[src/rtl/timer_dev.sv]
// Memory-mapped countdown timer: one-shot (sticky level irq) or auto-reload (1-cycle pulse).
// Registers: CTRL {IM, MODE[1:0], EN}, PRESET, COUNT (read-only).
module timer_dev #(
  parameter int unsigned PRESCALE = 1
) (
  input  logic        clk,
  input  logic        reset,
  input  logic [1:0]  addr,
  input  logic        we,
  input  logic [31:0] wdata,
  output logic [31:0] rdata,
  output logic        irq
);
  typedef enum logic [1:0] {IDLE, LOAD, CNT, INT} st_e;

  localparam logic [15:0] PS_MAX = 16'(PRESCALE - 1);

  st_e         st_q, st_d;
  logic [3:0]  ctrl_q, ctrl_d;
  logic [31:0] preset_q, preset_d;
  logic [31:0] count_q, count_d;
  logic        pend_q, pend_d;
  logic [15:0] ps_q, ps_d;
  logic        tick;

  assign tick = (ps_q == PS_MAX);

  always_comb begin
    st_d     = st_q;
    ctrl_d   = ctrl_q;
    preset_d = preset_q;
    count_d  = count_q;
    pend_d   = pend_q;
    ps_d     = ps_q;
    case (st_q)
      IDLE: if (ctrl_q[0]) st_d = LOAD;
      LOAD: begin
        count_d = (preset_q == 32'd0) ? 32'd1 : preset_q;
        ps_d    = 16'd0;
        st_d    = CNT;
      end
      CNT: begin
        if (!ctrl_q[0]) begin
          st_d = IDLE;
        end else begin
          ps_d = tick ? 16'd0 : ps_q + 16'd1;
          if (tick) begin
            if (count_q > 32'd1) begin
              count_d = count_q - 32'd1;
            end else begin
              count_d = 32'd0;
              st_d    = INT;
            end
          end
        end
      end
      INT: begin
        if (ctrl_q[2:1] == 2'd1) begin
          st_d = LOAD;
        end else begin
          ctrl_d[0] = 1'b0;
          pend_d    = 1'b1;
          st_d      = IDLE;
        end
      end
      default: st_d = IDLE;
    endcase
    // Software writes land after the hardware update so they win a same-cycle collision.
    if (we && addr == 2'd0) begin
      ctrl_d = wdata[3:0];
      pend_d = 1'b0;
    end
    if (we && addr == 2'd1) begin
      preset_d = wdata;
      pend_d   = 1'b0;
    end
  end

  always_ff @(posedge clk) begin
    if (reset) begin
      st_q     <= IDLE;
      ctrl_q   <= 4'd0;
      preset_q <= 32'd0;
      count_q  <= 32'd0;
      pend_q   <= 1'b0;
      ps_q     <= 16'd0;
    end else begin
      st_q     <= st_d;
      ctrl_q   <= ctrl_d;
      preset_q <= preset_d;
      count_q  <= count_d;
      pend_q   <= pend_d;
      ps_q     <= ps_d;
    end
  end

  always_comb begin
    case (addr)
      2'd0:    rdata = {28'd0, ctrl_q};
      2'd1:    rdata = preset_q;
      2'd2:    rdata = count_q;
      default: rdata = 32'd0;
    endcase
  end

  assign irq = ctrl_q[3] & (pend_q | (st_q == INT));
endmodule

[config.mk]
export PLATFORM = sky130hd
export DESIGN_NAME = timer_dev
export DESIGN_NICKNAME = d
export VERILOG_FILES = /design/src/rtl/timer_dev.sv
export SDC_FILE = /design/constraint.sdc
export NUM_CORES = 1
export LEC_CHECK = 0
export CAP_MARGIN = 20
export CELL_PAD_IN_SITES_DETAIL_PLACEMENT = 0
export CELL_PAD_IN_SITES_GLOBAL_PLACEMENT = 1
export CORE_UTILIZATION = 40
export CTS_BUF_LIST = sky130_fd_sc_hd__clkbuf_4 sky130_fd_sc_hd__clkbuf_8 sky130_fd_sc_hd__clkbuf_16
export CTS_CLUSTER_DIAMETER = 100
export DETAILED_ROUTE_END_ITERATION = 6
export MAX_ROUTING_LAYER = met4
export PLACE_DENSITY_LB_ADDON = 0.1
export SETUP_SLACK_MARGIN = 0.02
export SLEW_MARGIN = 20
export SYNTH_ARGS = -nofsm -noshare
export SYNTH_HDL_FRONTEND = slang
export SYNTH_SLANG_ARGS = --single-unit
[constraint.sdc]
create_clock -name clk -period 2.9 [get_ports clk]
set_input_delay 0.435 -clock clk [delete_from_list [all_inputs] [get_ports clk]]
set_output_delay 0.435 -clock clk [all_outputs]
set_load 0.02 [all_outputs]
After elaboration in Yosys (flattened, before gate mapping). Index checks and enable logic that the tools add are counted.

Logic and storage cells: 57. Output and inout bits: 33. Input port bits: 37. Bits in registers: 87.

Mux-type cells: 18. Add/subtract/negate cells: 2. Bitwise logic cells: 3. Reductions and logical operators: 14. Magnitude comparators: 1. Eq/ne operators: 12.

Operators with widths (number): 2-to-1 mux 32 bit (4); case mux 32 bit (3 select lines) (1); case mux 32 bit (2 select lines) (1); greater-than comparator 32 x 1 -> 1 bit, second input constant (1); logical NOT 32 bit (1); 2-to-1 mux 16 bit (2); case mux 16 bit (2 select lines) (1); subtractor 32 x 1 -> 32 bit, second input constant (1); adder 16 x 1 -> 16 bit, second input constant (1); logical NOT 16 bit (1); 2-to-1 mux 2 bit (4); case mux 2 bit (4 select lines) (1); equality test 2 x 1 -> 1 bit, second input constant (3); equality test 2 bit, second input constant (3); != test 2 bit, second input constant (3); != test 3 bit, second input constant (2); AND reduction 2 bit (3); AND reduction 3 bit (2); logical NOT 2 bit (2); 2-to-1 mux 1 bit (4); nonzero test 2 bit (2); OR reduction 3 bit (1); logical AND 1 bit (2); != test 2 x 1 -> 1 bit, second input constant (1); 3 further kinds (3).

Depth between registers and ports, before layout.
Depth after elaboration: 5. Depth in mapped cells: 9.

Worst setup path after synthesis. No wires, ideal clock.

Kind: register to register. From: register count_q[0]. To: register count_q[22]. Arrival: 2.372 ns. Data required time: 2.826 ns. Setup time: 0.074 ns. Stages on the path, launching flop included: 9. Path slack: 0.453 ns. Buffers on the path: 1. Path through: dfxtp_1 -> inv_1 -> ha_1 -> or3b_2 -> clkbuf_1 -> nor4_4 -> nand2_2 -> or4_1 -> a31oi_1.

Cells in the longest elaborated chain, start to end: 5. Elaborated cells between the ends (all ways): 6.

Ends and longest elaborated chain: from (decl) (RTL line 21) `logic [31:0] count_q, count_d;`; from (signal assigned) (RTL line 91) `count_q <= count_d;`; subtractor 32 x 1 -> 32 bit or greater-than comparator 32 x 1 -> 1 bit (tied branches) (RTL line 49, 48); 2-to-1 mux 32 bit (*) (RTL line 48) `if (count_q > 32'd1) begin`; 2-to-1 mux 32 bit (*) (RTL line 47) `if (tick) begin`; 2-to-1 mux 32 bit (*) (RTL line 43) `if (!ctrl_q[0]) begin`; case mux 32 bit (2 select lines) (*) (RTL line 35) `case (st_q)`.

Mark *: on every way between the ends. The rest lies on a longest branch, timed or not. The select of a mux whose other input is x is not followed. A chain may end at the register's enable or synchronous reset.

Final worst setup path.
From: input addr[1]. To: output rdata[22].

Cells in the longest elaborated chain, start to end: 2. Elaborated cells between the ends (all ways): 4.

Ends and longest elaborated chain: from (decl) (RTL line 8) `input logic [1:0] addr,`; equality test 2 bit (tied with other cells) (RTL line 98) `case (addr)`; case mux 32 bit (3 select lines) (*) (RTL line 98); to (decl) (RTL line 11) `output logic [31:0] rdata,`.

Mark *: on every way between the ends. The rest lies on a longest branch, timed or not.

==> flow_summary.toml <==
[run_status]
outcome = "finished clean"

[detailed_routing]
finalWirelength_mm = 16.8
vias = 5398
drt_iter0_drc = 466
first_pass_iters = 5
wl_per_cell_um = 18.9
viasPerCell = 6.09
drc_errors = 0
ant_nets = 0

[placed_design]
pre_cts_slack_ns = 0.191
hpwl_mm = 11.6
place_area_mm2 = 0.00600
routabilityCongestion = 0.915
dp.cells = 873
io_buffers = 69

[yosys]
yosysWarnings = 0
avgSynthCellArea_um2 = 7.64
ys.flop_type = "dfxtp_1"
synth_most_common_cell = "nand2_1"
synth.distinct_cells = 57
synth_cells = 656
ys_top_cells_by_count = "nand2_1, dfxtp_1, a21oi_1, clkbuf_1, nor2_1"
synth-seq-cells = 87
synth_top_cell_by_area = "dfxtp_1"
synth.cell_area_mm2 = 0.00501
synthArstFlopShare = 0
ys_top_cells_by_area = "dfxtp_1, nand2_1, a21oi_1, a22o_1, o32ai_1"
syn_nets = 697
synth_edf_count = 0
synth_top_area_share = 0.347
synth-seq-area-share = 0.347

[sta]
hold_viol = 0
relSlewSlack = 0.425
grt_setup_unrepaired = "no"
hold-worst-slack_ns = 0.500
finalSetupViolCount = 0
max_freq_mhz = 367
slew_violations = 0
period_needed_ns = 2.73
finalCritPeriodShare = 0.940
setup_tns_ns = 0
worst_pin_slew_ns = 0.862
clock_skew_ns = 0.00826
final.setup.worst_slack_ns = 0.173

[die]
row_count = 40
num_io_pins = 70
core_area_mm2 = 0.0121
initial_core_util = 0.414
design.die.area_mm2 = 0.0130
die_w_um = 114
die_h_um = 114

[clocking]
tritoncts = "done"
cts_inserted_buffers = 9
clk_latency_ns = 0.35
htreeDepth = 3
clock_tree.root_cell = "clkbuf_16"
post_cts_resized = 0
cts_setup_buffers = 0
clock_path_buffers = 2
ctsHoldBuffers = 0
cts.clk_slew.worst_paths_ns = 0.06
clkSinkCount = 87

[grt]
antenna_found_initial = 0
grt_use_total = 0.279
grt_pass1_vias = 5201
overflow = 0
grt_pass1_wl_mm = 27.5
grt_max_degree = 54

[layout]
finalNonFillerCells = 887
diodes = 0
drive_gt1_frac = 0.0918
final_area_mm2 = 0.00629
multiInputGateArea_mm2 = 0.00295
final_net_count = 757
regArea_mm2 = 0.00174
area_growth_pct = 25.5
fillers = 1236

[power]
leakagePower_nw = 2.25
pwr-share-seq = 0.458
netSwitchingPower_uw = 683
power.internal_mw = 2.03
power_frac_comb = 0.120
power_density_mw_per_mm2 = 432
ir_drop_mv = 0.275
clkPwrFrac = 0.422
switching_share = 0.251

[worst_setup_path]
start_kind = "input pin"
end_kind = "primary output"
arrival_ns = 2.29
crit_fanout = 16
cp.required_ns = 2.47
worstSetupPathType = "in2out"

[hold_path]
hp-class = "reg2reg"

[run]
maxCapViolations = 0
## state kept, by name (all words and copies together), names as in the netlist
name	count
count_q	32
ctrl_q	4
pend_q	1
preset_q	32
ps_q	16
st_q	2
## cells by family after synthesis
group                    Yosys count  synth area share
buffers and inverters             84            0.0664
XOR/XNOR                           1           0.00175
adder cells (fa/ha/maj)            4           0.00999
flip-flops                        87             0.347
AND/OR/NAND/NOR                  270             0.283
AO/OA/AOI/OAI                    203             0.278
multiplexers                       7            0.0140
## layer usage
layer	track usage	vias up	routed length [um]
met4	0.103	0	324
met2	0.412	220	7330
met5	-	-	0
met3	0.0319	22	1060
li1	-	2575	-
met1	0.391	2581	8080
## cells in the final DEF, fill, tap and decap left out, types with 6 or more instances in the layout
cell type,Yosys,layout
nand2_1,97,97
dfxtp_1,87,87
clkdlybuf4s50_1,0,68
a21oi_1,67,67
buf_4,0,32
nor2_1,31,31
inv_1,29,29
a22o_1,28,28
nor3_1,24,24
nor4_1,23,23
o32ai_1,21,21
o21ai_0,20,19
nand3_1,18,18
a22oi_1,15,15
and2_1,10,10
or3_1,10,10
a31oi_1,9,9
clkbuf_16,0,9
nand4_1,8,8
mux2i_1,7,7
or4_1,7,7
a32oi_1,7,7
nor2b_1,8,6
nand3b_1,6,6
a311oi_1,6,6
## worst paths after layout
kind / from / to / slack, ns / depth (start not counted)
min reg2reg: count_q[17] / count_q[17] / 0.50 / 2
max reg2reg: count_q[1] / count_q[22] / 0.35 / 7
min: count_q[17] / count_q[17] / 0.50 / 2
max: addr[1] / rdata[22] / 0.17 / 5
## layout make-up
type / count / share of cell area
inverters: 29 / 0.0173
well taps: 168 / 0.0334
clock buffers: 14 / 0.0458
repair buffers: 104 / 0.157
multi-input cells: 485 / 0.470
flip-flops and latches: 87 / 0.277
## power groups by stage
stage | clock [mW] | sequential (mW) | combinational, mW
final | 1.15 | 1.24 | 0.326
after global routing | 1.21 | 1.24 | 0.353
after CTS | 1.16 | 1.24 | 0.323
after detailed placement | 0 | 1.27 | 0.321
after global placement | 0 | 1.27 | 0.317
after floorplan | 0 | 1.26 | 0.181
## critical path, cell delays in order
cell             delay (ns)
clkdlybuf4s50_1        0.53
nor2b_2                0.23
buf_4                  0.27
a22o_1                 0.21
clkdlybuf4s50_1        0.61
## per-stage QoR
| step | util | power (mW) |
|---|---|---|
| after floorplan | - | 1.44 |
| after global placement | 0.495 | 1.59 |
| after detailed placement | 0.495 | 1.59 |
| after CTS | 0.519 | 2.73 |
| after global routing | 0.519 | 2.81 |
| final | 0.519 | 2.72 |
Note: power is estimated with default switching activity, not from simulation.
